### src/rtl/cmp_pkg.sv
// Shared definitions for the compare arbiter: op codes and FSM state encoding.
package cmp_pkg;

  localparam logic [2:0] CMP_EQ = 3'd0;
  localparam logic [2:0] CMP_GE = 3'd1;
  localparam logic [2:0] CMP_LE = 3'd2;
  localparam logic [2:0] CMP_GT = 3'd3;
  localparam logic [2:0] CMP_LT = 3'd4;
  localparam logic [2:0] CMP_NE = 3'd5;

  typedef enum logic [1:0] {
    S_IDLE = 2'd0,
    S_EVAL = 2'd1,
    S_RESP = 2'd2
  } state_t;

endpackage

### src/rtl/cmp_core.sv
// Purely combinational unsigned comparator shared by both requesters.
// Ops 6 and 7 produce result 0 and raise illegal.
module cmp_core
  import cmp_pkg::*;
#(
  parameter int WIDTH = 32
) (
  input  logic [WIDTH-1:0] a,
  input  logic [WIDTH-1:0] b,
  input  logic [2:0]       op,
  output logic             result,
  output logic             illegal
);

  // Decode the op code into one unsigned comparison; unknown ops yield 0.
  always_comb begin
    result  = 1'b0;
    illegal = 1'b0;
    case (op)
      CMP_EQ:  result = (a == b);
      CMP_GE:  result = (a >= b);
      CMP_LE:  result = (a <= b);
      CMP_GT:  result = (a >  b);
      CMP_LT:  result = (a <  b);
      CMP_NE:  result = (a != b);
      default: illegal = 1'b1;
    endcase
  end

endmodule

### src/rtl/compare_arbiter.sv
// Round-robin arbiter sharing one cmp_core between the branch-resolution
// port (0) and the set-on-compare port (1). Accept in IDLE, evaluate in
// EVAL, hold the registered response in RESP until the consumer takes it.
// Optional feature: define CMP_ERR_EN to report ops 6/7 on rsp_err;
// otherwise rsp_err is tied low.
module compare_arbiter
  import cmp_pkg::*;
#(
  parameter int WIDTH = 32
) (
  input  logic             clock,
  input  logic             reset,
  input  logic             req0_valid,
  output logic             req0_ready,
  input  logic [WIDTH-1:0] req0_a,
  input  logic [WIDTH-1:0] req0_b,
  input  logic [2:0]       req0_op,
  input  logic             req1_valid,
  output logic             req1_ready,
  input  logic [WIDTH-1:0] req1_a,
  input  logic [WIDTH-1:0] req1_b,
  input  logic [2:0]       req1_op,
  output logic             rsp_valid,
  input  logic             rsp_ready,
  output logic             rsp_id,
  output logic             rsp_result,
  output logic             rsp_err,
  output logic             busy
);

  state_t           state;
  state_t           state_next;
  logic             last_grant;
  logic             grant;
  logic             accept;
  logic [WIDTH-1:0] cap_a;
  logic [WIDTH-1:0] cap_b;
  logic [2:0]       cap_op;
  logic             cap_id;
  logic             rsp_id_q;
  logic             rsp_result_q;
  logic             cmp_result;
  logic             cmp_illegal;

  // On a tie the requester that was not served last wins; a lone requester always wins.
  always_comb begin
    grant = 1'b0;
    if (req0_valid && req1_valid) begin
      grant = ~last_grant;
    end else if (req1_valid) begin
      grant = 1'b1;
    end
  end

  // Readies are gated by reset so nothing is accepted while reset is held.
  assign req0_ready = ~reset & (state == S_IDLE) & (grant == 1'b0) & req0_valid;
  assign req1_ready = ~reset & (state == S_IDLE) & (grant == 1'b1) & req1_valid;
  assign accept     = req0_ready | req1_ready;

  assign rsp_valid  = (state == S_RESP);
  assign busy       = (state != S_IDLE);
  assign rsp_id     = rsp_id_q;
  assign rsp_result = rsp_result_q;

  cmp_core #(.WIDTH(WIDTH)) u_core (
    .a       (cap_a),
    .b       (cap_b),
    .op      (cap_op),
    .result  (cmp_result),
    .illegal (cmp_illegal)
  );

  // State register.
  always_ff @(posedge clock or posedge reset) begin
    if (reset) begin
      state <= S_IDLE;
    end else begin
      state <= state_next;
    end
  end

  // Next-state logic: accept -> evaluate -> wait for response handshake.
  always_comb begin
    state_next = state;
    case (state)
      S_IDLE:  if (accept) state_next = S_EVAL;
      S_EVAL:  state_next = S_RESP;
      S_RESP:  if (rsp_ready) state_next = S_IDLE;
      default: state_next = S_IDLE;
    endcase
  end

  // Capture the winning request, register the result, and remember who was served.
  always_ff @(posedge clock or posedge reset) begin
    if (reset) begin
      cap_a        <= '0;
      cap_b        <= '0;
      cap_op       <= '0;
      cap_id       <= 1'b0;
      rsp_id_q     <= 1'b0;
      rsp_result_q <= 1'b0;
      last_grant   <= 1'b1;
    end else begin
      case (state)
        S_IDLE: begin
          if (accept) begin
            cap_id <= grant;
            cap_a  <= grant ? req1_a  : req0_a;
            cap_b  <= grant ? req1_b  : req0_b;
            cap_op <= grant ? req1_op : req0_op;
          end
        end
        S_EVAL: begin
          rsp_id_q     <= cap_id;
          rsp_result_q <= cmp_result;
        end
        S_RESP: begin
          if (rsp_ready) last_grant <= rsp_id_q;
        end
        default: ;
      endcase
    end
  end

`ifdef CMP_ERR_EN
  logic rsp_err_q;

  // Illegal-op flag registered alongside the result.
  always_ff @(posedge clock or posedge reset) begin
    if (reset) begin
      rsp_err_q <= 1'b0;
    end else if (state == S_EVAL) begin
      rsp_err_q <= cmp_illegal;
    end
  end

  assign rsp_err = rsp_err_q;
`else
  logic unused_illegal;
  assign unused_illegal = cmp_illegal;
  assign rsp_err        = 1'b0;
`endif

endmodule

### config.mk
export PLATFORM = sky130hd
export DESIGN_NAME = compare_arbiter
export DESIGN_NICKNAME = d
export VERILOG_FILES = /design/src/rtl/cmp_pkg.sv /design/src/rtl/cmp_core.sv /design/src/rtl/compare_arbiter.sv
export SDC_FILE = /design/constraint.sdc
export NUM_CORES = 1
export LEC_CHECK = 0
export CAP_MARGIN = 20
export CORE_MARGIN = 10
export CORE_UTILIZATION = 35
export CTS_CLUSTER_DIAMETER = 80
export DETAILED_ROUTE_END_ITERATION = 12
export GPL_TIMING_DRIVEN = 0
export PLACE_DENSITY = 0.7
export SLEW_MARGIN = 20
export SYNTH_ARGS = -nofsm -noshare
export SYNTH_HDL_FRONTEND = slang
export SYNTH_SLANG_ARGS = --single-unit
export TNS_END_PERCENT = 50
### constraint.sdc
create_clock -name clock -period 6.7 [get_ports clock]
set_input_delay 1.675 -clock clock [delete_from_list [all_inputs] [get_ports clock]]
set_output_delay 1.675 -clock clock [all_outputs]
set_load 0.05 [all_outputs]
==> qor.csv <==
metric,value,unit
routability cong.,0.7916,
first-pass GRT wire length,19.65,mm
full die area,16750,um2
DRC viols,0,
die height,129.4,um
Ports,146,
Final Non-Filler Cells,744,
Final Cell Area,6155,um2
Pwr Density,351.6,nW/um2
via count,3641,
H-tree level count,3,
Final Setup Violations,0,
max frequency,172.1,MHz
vias in the first global route,4014,
startpoint types,primary input,
DR iter-0 viols,123,
post_cts resized,0,
hold path depth,1,
CTS Buffer Depth,2,
status,completed,
Hold Fails Final Rpt,0,
Synth Flop Type,dfrtp_1,
Overflow after GRT,0,
antenna violations before repair,0,
min Tclk post-route,5.811,ns
Clock transition at path regs,0.06,ns
WL/cell,16.38,um
Synth Net Count,610,
Mapped Area,4190,um2
Yosys reg bits,73,
period utilisation layout,0.8673,
Tot GR Track Use,0.1455,
hold crit path type,flop to flop,
yosys warns,0,
Post-Synthesis Cells,439,
PortBufs,144,
fin util,0.5322,
cell area after placement,5833,um2
Leak,2.822,nW
Slew @ Worst Pin,0.5101,ns
Layout area overhead,46.88,%
die width,129.4,um
fin nets,766,
post-DP HPWL,10.01,mm
"commonest non-fill, non-tap cell in the layout",clkdlybuf4s50_1,
Max-slew headroom,0.6588,
RSZ-0062 raised after global routing,false,
worst-path fanout max,10,
Slowest Stage Delay on Critical Path,0.70,ns
crit path cell chain,"clkdlybuf4s50_1, a21boi_1, clkbuf_1, buf_2, buf_4, nor2_1, clkdlybuf4s50_1",
asr flop ratio synth,1.000,
Fin Setup TNS,0,ns
Clock Skew,0.005751,ns
cts hold-fix bufs,0,
Pins Over Slew Limit,0,
initial cell density of the core,0.3623,
TritonCTS Buffers,9,
maximum VDD drop,0.0001580,V
row count,39,
layout cells sized above 1,0.08167,
CTS tree,yes,
number of enable flip-flop cells after synthesis,0,
Crit-path slowest cell,clkdlybuf4s50_1,
largest net degree at the start of global routing,41,
core area,11560,um2
Yosys cell types,39,
CTS root buf,clkbuf_16,
CP Class,primary input to output port,
sequential fraction of the synthesis area,0.4362,
"Data required, critical path",5.03,ns
clock sink count,73,
DRT Wirelength,12.19,mm
post-synthesis area per instance,9.545,um2
setup bufs post-CTS,0,
ANT nets after route,0,
reg2reg path depth,8,
most frequent cells in the layout,"clkdlybuf4s50_1, a21oi_1, dfrtp_1",
router iterations before antenna repair,4,
CP arrival,4.14,ns
Placed Instances,727,
crit end category,output port,
vias per inst,4.894,
total of max-cap violations,0,
worst skew pair latency,0.33,ns
crit-path most repeated cell,clkdlybuf4s50_1,
==> Yosys cell counts, types with 2 or more instances <==
cell	instances	area (um2)
inv_1	35	131.4
mux2i_1	68	680.7
nor2_1	71	266.5
nand4_1	5	31.28
and3_2	2	15.01
clkbuf_1	3	11.26
nand3_1	3	15.01
o21ai_1	3	15.01
o211ai_1	3	22.52
a21oi_1	82	410.4
dfrtp_1	72	1802
ha_1	32	400.4
nand2_1	12	45.04
buf_4	2	15.01
buf_2	19	95.09
nor4_1	2	12.51
nand2b_1	2	12.51
mux2_2	2	22.52
==> routing by layer <==
layer | global-route usage | wire length [um] | up-vias | share of wire
li1 | - | - | 1827 | -
met1 | 0.1674 | 5233 | 1717 | 0.43
met2 | 0.2627 | 6225 | 88 | 0.51
met3 | 0.03956 | 626 | 9 | 0.051
met4 | 0.03439 | 103 | 0 | 0.0085
met5 | 0 | 0 | - | 0
==> flip-flops by register name (all words and copies together), names as in the netlist <==
register,flops
cap_b,32
last_grant,1
cap_a,32
state,2
cap_op,3
rsp_id,1
cap_id,1
rsp_result,1
==> cells by family after synthesis <==
group,count (synthesis),share of synthesized area
compound gates,99,0.1284
mux,70,0.1678
fa+ha+maj,32,0.09555
simple gates,105,0.1108
other cells,1,0.0008949
buf+inv,59,0.06032
flops,73,0.4363
==> final timing paths <==
check / from / to / slack, ns
max: req1_valid / req0_ready / 0.89
max reg2reg: cap_a[13]$_DFFE_PP0P_ / rsp_result$_DFFE_PP0N_ / 4.26
min reg2reg: cap_id$_DFFE_PP0P_ / cap_id$_DFFE_PP0P_ / 0.48
max in group asynchronous: reset / last_grant$_DFFE_PP1P_ / 4.36
min in group asynchronous: reset / state[0]$_DFFE_PP0P_ / 1.73
min: cap_id$_DFFE_PP0P_ / cap_id$_DFFE_PP0P_ / 0.48
==> final cells by class <==
| class | instances | area [um2] |
|---|---|---|
| diodes | 1 | 2.502 |
| clock buffers | 9 | 225.2 |
| multi-input cells | 307 | 2110 |
| inverters | 35 | 133.9 |
| clock inverters | 7 | 93.84 |
| fillers | 1044 | 5410 |
| well taps | 143 | 178.9 |
| repair buffers | 145 | 1461 |
| plain buffers | 24 | 121.4 |
| flip-flops and latches | 73 | 1828 |
==> through the flow <==
stage | setup WS (ns) | power, mW | hold slack [ns]
2_1_floorplan | 2.052 | 1.358 | 0.4458
3_3_place_gp | 0.8442 | 1.606 | 0.4715
3_5_place_dp | 0.8574 | 1.663 | 0.4711
4_1_cts | 0.8547 | 2.186 | 0.4842
5_1_grt | 0.7866 | 2.345 | 0.5280
6_report | 0.8889 | 2.164 | 0.4847
==> critical path: cells and delay by family <==
family	cells	cell delay, ns
buf+inv	5	2.24
compound gates	1	0.15
simple gates	1	0.07
==> report_power, final <==
| part | switching (mW) | internal, mW |
|---|---|---|
| clock network | 0.190 | 0.326 |
| registers | 0.114 | 0.629 |
| logic | 0.486 | 0.419 |
Note: power is estimated with default switching activity, not from simulation.
